### config.mk
export PLATFORM = sky130hd
export DESIGN_NAME = multicycle_controller
export DESIGN_NICKNAME = d
export VERILOG_FILES = /design/src/rtl/ctrl_pkg.sv /design/src/rtl/ctrl_ret_stack_ptr.sv /design/src/rtl/multicycle_controller.sv
export SDC_FILE = /design/constraint.sdc
export NUM_CORES = 1
export LEC_CHECK = 0
export BUFFER_PORTS_ARGS = -buffer_cell sky130_fd_sc_hd__buf_2
export CAP_MARGIN = 10
export CORE_MARGIN = 4
export CORE_UTILIZATION = 54
export CTS_CLUSTER_DIAMETER = 30
export DETAILED_ROUTE_END_ITERATION = 12
export GPL_TIMING_DRIVEN = 0
export PLACE_DENSITY_LB_ADDON = 0.2
export SLEW_MARGIN = 20
export SYNTH_ARGS = -nofsm -noshare
export SYNTH_HDL_FRONTEND = slang
export SYNTH_SLANG_ARGS = --single-unit
export TNS_END_PERCENT = 1
### constraint.sdc
create_clock -name clk -period 6.8 [get_ports clk]
set_input_delay 0.34 -clock clk [delete_from_list [all_inputs] [get_ports clk]]
set_output_delay 0.34 -clock clk [all_outputs]
set_load 0.02 [all_outputs]
### src/rtl/ctrl_pkg.sv
// Shared types, opcode field encodings and decode helpers for the multicycle controller.
package ctrl_pkg;

    typedef enum logic [2:0] {FETCH, DECODE, EXEC, MEM, FAULT} state_e;

    typedef enum logic [1:0] {
        PC_PLUS1  = 2'd0,
        PC_OFFSET = 2'd1,
        PC_CONST  = 2'd2,
        PC_STACK  = 2'd3
    } pc_src_e;

    typedef enum logic [1:0] {
        ALU_REG2  = 2'd0,
        ALU_CONST = 2'd1,
        ALU_SHIFT = 2'd2
    } alu_src_e;

    typedef enum logic [3:0] {
        K_REG, K_IMM, K_MEM, K_CJMP, K_SHIFT, K_JMP, K_JSB, K_RET, K_NOP
    } op_class_e;

    localparam logic [1:0] CLS_REG   = 2'b00;
    localparam logic [1:0] CLS_IMM   = 2'b01;
    localparam logic [2:0] CLS_MEM   = 3'b100;
    localparam logic [2:0] CLS_CJMP  = 3'b101;
    localparam logic [2:0] CLS_SHIFT = 3'b110;
    localparam logic [4:0] CLS_JMP   = 5'b11100;
    localparam logic [4:0] CLS_JSB   = 5'b11101;
    localparam logic [5:0] OP_RET    = 6'b111100;

    localparam logic [1:0] FN_STM = 2'b00;
    localparam logic [1:0] FN_LDM = 2'b01;

    localparam logic [1:0] FN_BZ  = 2'b00;
    localparam logic [1:0] FN_BNZ = 2'b01;
    localparam logic [1:0] FN_BC  = 2'b10;

    localparam logic [3:0] ADD_FN = 4'b0000;

    function automatic op_class_e classify(input logic [5:0] op);
        if (op[5:4] == CLS_REG)        return K_REG;
        else if (op[5:4] == CLS_IMM)   return K_IMM;
        else if (op[5:3] == CLS_MEM)   return K_MEM;
        else if (op[5:3] == CLS_CJMP)  return K_CJMP;
        else if (op[5:3] == CLS_SHIFT) return K_SHIFT;
        else if (op[5:1] == CLS_JMP)   return K_JMP;
        else if (op[5:1] == CLS_JSB)   return K_JSB;
        else if (op == OP_RET)         return K_RET;
        else                           return K_NOP;
    endfunction

    // BNC is the only remaining encoding, so it takes the default arm.
    function automatic logic cond_taken(input logic [1:0] fn, input logic c, input logic z);
        case (fn)
            FN_BZ:   return z;
            FN_BNZ:  return !z;
            FN_BC:   return c;
            default: return !c;
        endcase
    endfunction

endpackage

### src/rtl/ctrl_ret_stack_ptr.sv
// Return-address stack occupancy counter; the controller guards push/pop with full/empty.
module ctrl_ret_stack_ptr #(
    parameter int DEPTH = 8,
    parameter int SP_W  = $clog2(DEPTH + 1)
) (
    input  logic            clk,
    input  logic            rst,
    input  logic            push_i,
    input  logic            pop_i,
    output logic [SP_W-1:0] sp_o,
    output logic            full_o,
    output logic            empty_o
);

    logic [SP_W-1:0] sp_q;

    // NOTE: sequential state uses non-blocking assignments so every flop samples pre-edge values.
    always_ff @(posedge clk or posedge rst) begin
        if (rst) begin
            sp_q <= '0;
        end else if (push_i && !full_o) begin
            sp_q <= sp_q + SP_W'(1);
        end else if (pop_i && !empty_o) begin
            sp_q <= sp_q - SP_W'(1);
        end
    end

    assign sp_o    = sp_q;
    assign full_o  = (sp_q == SP_W'(DEPTH));
    assign empty_o = (sp_q == '0);

endmodule

### src/rtl/multicycle_controller.sv
// Multicycle FETCH/DECODE/EXEC/MEM sequencer with latched flags, branch resolution
// and a guarded return-address stack pointer.
module multicycle_controller
    import ctrl_pkg::*;
#(
    parameter int STACK_DEPTH = 8,
    parameter int SP_W        = $clog2(STACK_DEPTH + 1)
) (
    input  logic            clk,
    input  logic            rst,
    input  logic [5:0]      opcode,
    input  logic            c_in,
    input  logic            z_in,
    input  logic            mem_ready,
    output logic            ir_load,
    output logic            pc_write,
    output logic [1:0]      pc_src,
    output logic [3:0]      alu_op,
    output logic [1:0]      alu_src,
    output logic            sel_cin_alu,
    output logic            rf_write_en,
    output logic            rf_write_src,
    output logic            rf_read_reg2_src,
    output logic            mem_read,
    output logic            mem_write,
    output logic            push_stack,
    output logic            pop_stack,
    output logic [SP_W-1:0] sp,
    output logic            fault
);

    state_e     state_q, state_d;
    logic [5:0] op_q;
    logic       c_q, z_q;
    logic       flag_we;
    logic       stack_full, stack_empty;
    op_class_e  op_class;
    logic [1:0] fn;

    assign op_class = classify(op_q);
    assign fn       = op_q[2:1];

    ctrl_ret_stack_ptr #(
        .DEPTH (STACK_DEPTH),
        .SP_W  (SP_W)
    ) u_sp (
        .clk     (clk),
        .rst     (rst),
        .push_i  (push_stack),
        .pop_i   (pop_stack),
        .sp_o    (sp),
        .full_o  (stack_full),
        .empty_o (stack_empty)
    );

    // NOTE: every output and next-state variable gets a default first so no latch is inferred.
    always_comb begin
        state_d          = state_q;
        flag_we          = 1'b0;
        ir_load          = 1'b0;
        pc_write         = 1'b0;
        pc_src           = PC_PLUS1;
        alu_op           = ADD_FN;
        alu_src          = ALU_REG2;
        sel_cin_alu      = 1'b0;
        rf_write_en      = 1'b0;
        rf_write_src     = 1'b0;
        rf_read_reg2_src = 1'b0;
        mem_read         = 1'b0;
        mem_write        = 1'b0;
        push_stack       = 1'b0;
        pop_stack        = 1'b0;

        // Strobes are gated by rst so an in-flight access drops the moment reset asserts.
        if (!rst) begin
            case (state_q)
                FETCH: begin
                    ir_load = 1'b1;
                    state_d = DECODE;
                end
                DECODE: state_d = EXEC;
                EXEC: begin
                    state_d = FETCH;
                    case (op_class)
                        K_REG, K_IMM: begin
                            alu_op      = {1'b0, op_q[3:1]};
                            alu_src     = (op_class == K_IMM) ? ALU_CONST : ALU_REG2;
                            sel_cin_alu = 1'b1;
                            rf_write_en = 1'b1;
                            flag_we     = 1'b1;
                            pc_write    = 1'b1;
                        end
                        K_SHIFT: begin
                            alu_op      = {2'b11, op_q[2:1]};
                            alu_src     = ALU_SHIFT;
                            sel_cin_alu = 1'b1;
                            rf_write_en = 1'b1;
                            flag_we     = 1'b1;
                            pc_write    = 1'b1;
                        end
                        K_MEM: begin
                            alu_src = ALU_CONST;
                            state_d = MEM;
                        end
                        K_CJMP: begin
                            pc_write = 1'b1;
                            pc_src   = cond_taken(fn, c_q, z_q) ? PC_OFFSET : PC_PLUS1;
                        end
                        K_JMP: begin
                            pc_write = 1'b1;
                            pc_src   = PC_CONST;
                        end
                        K_JSB: begin
                            if (stack_full) begin
                                state_d = FAULT;
                            end else begin
                                push_stack = 1'b1;
                                pc_write   = 1'b1;
                                pc_src     = PC_CONST;
                            end
                        end
                        K_RET: begin
                            if (stack_empty) begin
                                state_d = FAULT;
                            end else begin
                                pop_stack = 1'b1;
                                pc_write  = 1'b1;
                                pc_src    = PC_STACK;
                            end
                        end
                        default: pc_write = 1'b1;
                    endcase
                end
                MEM: begin
                    alu_src = ALU_CONST;
                    if (fn == FN_STM) begin
                        mem_write        = 1'b1;
                        rf_read_reg2_src = 1'b1;
                    end else if (fn == FN_LDM) begin
                        mem_read = 1'b1;
                        if (mem_ready) begin
                            rf_write_en  = 1'b1;
                            rf_write_src = 1'b1;
                        end
                    end
                    // MEM-class NOP encodings retire on the first MEM cycle.
                    if (mem_ready || (fn != FN_STM && fn != FN_LDM)) begin
                        pc_write = 1'b1;
                        state_d  = FETCH;
                    end
                end
                default: state_d = FAULT;
            endcase
        end
    end

    always_ff @(posedge clk or posedge rst) begin
        if (rst) begin
            state_q <= FETCH;
            op_q    <= '0;
            c_q     <= 1'b0;
            z_q     <= 1'b0;
        end else begin
            state_q <= state_d;
            if (state_q == DECODE) op_q <= opcode;
            if (flag_we) begin
                c_q <= c_in;
                z_q <= z_in;
            end
        end
    end

    assign fault = (state_q == FAULT);

endmodule

==> results.cfg <==
[cts]
clk_pin_slew_ns = 0.09
post_cts_buffers = 0
cts-resized-gates = 0
cts_tree = done
clk-insertion-delay-late_ns = 0.28
cts_max_level = 1
clockBufferDepth = 2
numCtsBuffers = 3
postCtsHoldBufs = 0
cts_root_buffer = clkbuf_4
cts.sinks = 15

[timing]
setup_violations = 0
hold_ws_ns = 0.169
fin_tns_setup_ns = 0
max_freq_ghz = 0.381
relSlewSlack = 0.550
drv_slew = 0
min_period_over_period = 0.386
fin_ws_ns = 4.18
finalHoldViolations = 0
min_period_ns = 2.62
rsz0062_at_grt = no
worst_pin_slew_ns = 0.675
finClkSkew_ns = 0.00161

[die]
fp.dieH_um = 52.7
die_area_um2 = 2780
start_util = 0.599
rows = 15
die_width_um = 52.7
io_pins = 34
core_area_um2 = 1800

[layout]
nFillCells = 157
drive_above_1_share = 0.364
final_cells = 176
syn2layout_area_growth_pct = 20.6
multi_input_area_um2 = 629
num_antenna_cells = 0
ff_latch_area_um2 = 375
nets = 166

[logic_synthesis]
synth_fp_nets = 128
yosysSeqAreaShare = 0.348
syn_area_per_cell_um2 = 9.47
yosysUniqueCellTypes = 40
syn_inst = 114
ys_ff_latch = 15
ys_warn_count = 0
synth_area_um2 = 1080

[pwr]
ir_drop_mv = 0.242
finalPower_uw = 542
p_per_area_nw_per_um2 = 416
p_leak_nw = 0.648

[worst_setup_path]
end_kind = flop
required_ns = 7.00
crit_start = state_q[2]
r2r-start = state_q[2]
worstSetupPathType = reg -> reg
worst-path-max-fanout = 8
start_kind = flop
arrival_ns = 2.82

[place]
dp_hpwl_um = 1820
gp_congestion = 0.784
io_buffer_count = 33
dp_cells = 172
pre_cts_slack_ns = 4.21

[worst_hold_path]
hp-class = in -> async

[global_route]
antenna_found_initial = 0
grt_util_all_layers = 0.202
grt_pass1_wl_um = 4210
overflow = 0
grt_max_degree = 19
grt_pass1_vias = 926

[routing]
wl_um = 2420
first_pass_iters = 4
num_vias = 980
wl_per_cell_um = 13.7
final_antenna_net_count = 0
dr.first_iter.drc_count = 27
via_per_inst = 5.57
drc = 0

[run_status]
status = finished clean

[flow_run]
cap_violations = 0
logic make-up (layout without fill, tap and decap cells):
family,Yosys count,count (layout),synth area share
XOR/XNOR,3,3,0.0243
AND/OR/NAND/NOR,43,43,0.232
AO/OA/AOI/OAI,27,27,0.176
adder cells (fa/ha/maj),3,3,0.0417
multiplexers,10,10,0.109
flip-flops,15,15,0.348
buffers and inverters,13,50,0.0695
cell usage in the layout (no fill, tap or decap), drive strengths merged:
cell type	count
dfrtp	15
or4b	1
clkbuf	7
o41ai	1
nor3	5
mux2	8
a21oi	10
a31oi	1
nor2	9
or3b	2
fa	1
nor2b	2
nand3	4
o21bai	1
nand2b	2
ha	2
inv	5
a211oi	2
a21o	1
and2	5
a22o	1
nor4	4
o2bb2ai	1
mux2i	2
nand2	7
buf	38
nor3b	2
o31ai	1
a2111oi	1
a31o	1
xnor2	2
xor2	1
o21ai	6
metal layers:
metal,track usage,up-vias,part of all wire
met1,0.264,463,0.45
met3,0.0484,2,0.079
met4,0.0468,0,0.0062
li1,-,483,-
met5,0,-,0
met2,0.333,32,0.47
layout make-up:
class | count | area share
clock buffer | 4 | 0.0202
timing repair buffer | 33 | 0.127
tap | 25 | 0.0240
sequential | 15 | 0.288
multi-input combinational | 86 | 0.483
inverter | 5 | 0.0144
buffer | 8 | 0.0432
synthesized netlist by cell type (all sizes together):
master / count / area share
a2111oi: 1 / 0.0081
a211oi: 2 / 0.014
a21o: 1 / 0.0070
a21oi: 10 / 0.057
a22o: 1 / 0.0081
a31o: 1 / 0.0081
a31oi: 1 / 0.0058
and2: 5 / 0.029
buf: 5 / 0.042
clkbuf: 3 / 0.010
dfrtp: 15 / 0.35
fa: 1 / 0.019
ha: 2 / 0.023
inv: 5 / 0.017
mux2: 8 / 0.090
mux2i: 2 / 0.019
nand2: 7 / 0.024
nand2b: 2 / 0.012
nand3: 4 / 0.019
nor2: 9 / 0.046
nor2b: 2 / 0.012
nor3: 5 / 0.028
nor3b: 2 / 0.014
nor4: 4 / 0.023
o21ai: 6 / 0.038
o21bai: 1 / 0.0070
o2bb2ai: 1 / 0.0081
o31ai: 1 / 0.0070
o41ai: 1 / 0.0081
or3b: 2 / 0.016
or4b: 1 / 0.0093
xnor2: 2 / 0.016
xor2: 1 / 0.0081
where the power goes:
| part | internal (mW) | switching [mW] | leakage [nW] | total (mW) |
|---|---|---|---|---|
| registers | 0.128 | 0.0479 | 0.190 | 0.176 |
| logic | 0.134 | 0.179 | 0.444 | 0.314 |
| clock network | 0.0228 | 0.0299 | 0.0150 | 0.0527 |
| total | 0.285 | 0.257 | 0.648 | 0.542 |
critical path, cell delays in order (launching register included):
cell      delay [ns]
dfrtp_1         0.38
buf_6           0.13
or4b_1          0.50
buf_6           0.17
nor2_8          0.15
and2_1          0.16
inv_1           0.08
ha_1            0.32
a21oi_1         0.18
a211oi_1        0.09
o21bai_1        0.18
a211oi_1        0.20
through the flow:
step | util | area, um2
final | 0.723 | 1300
after detailed placement | 0.708 | 1280
after CTS | 0.723 | 1300
after global placement | 0.708 | 1280
after global routing | 0.723 | 1300
after floorplan | - | 1080
state kept, by name (all words and copies together) (netlist names):
register,cells
u_sp.sp_o,4
z_q,1
op_q,6
c_q,1
state_q,3
path summary, 6_finish.rpt:
check	slack (ns)	depth (start not counted)	end
min reg2reg	0.52	1	z_q
max	4.18	11	u_sp.sp_o[3]
max in group asynchronous	6.20	2	op_q[0]
min in group clk	0.26	3	op_q[5]
max reg2reg	4.18	11	u_sp.sp_o[3]
min	0.17	2	state_q[0]
No activity file was read; power rests on OpenSTA's default activity.
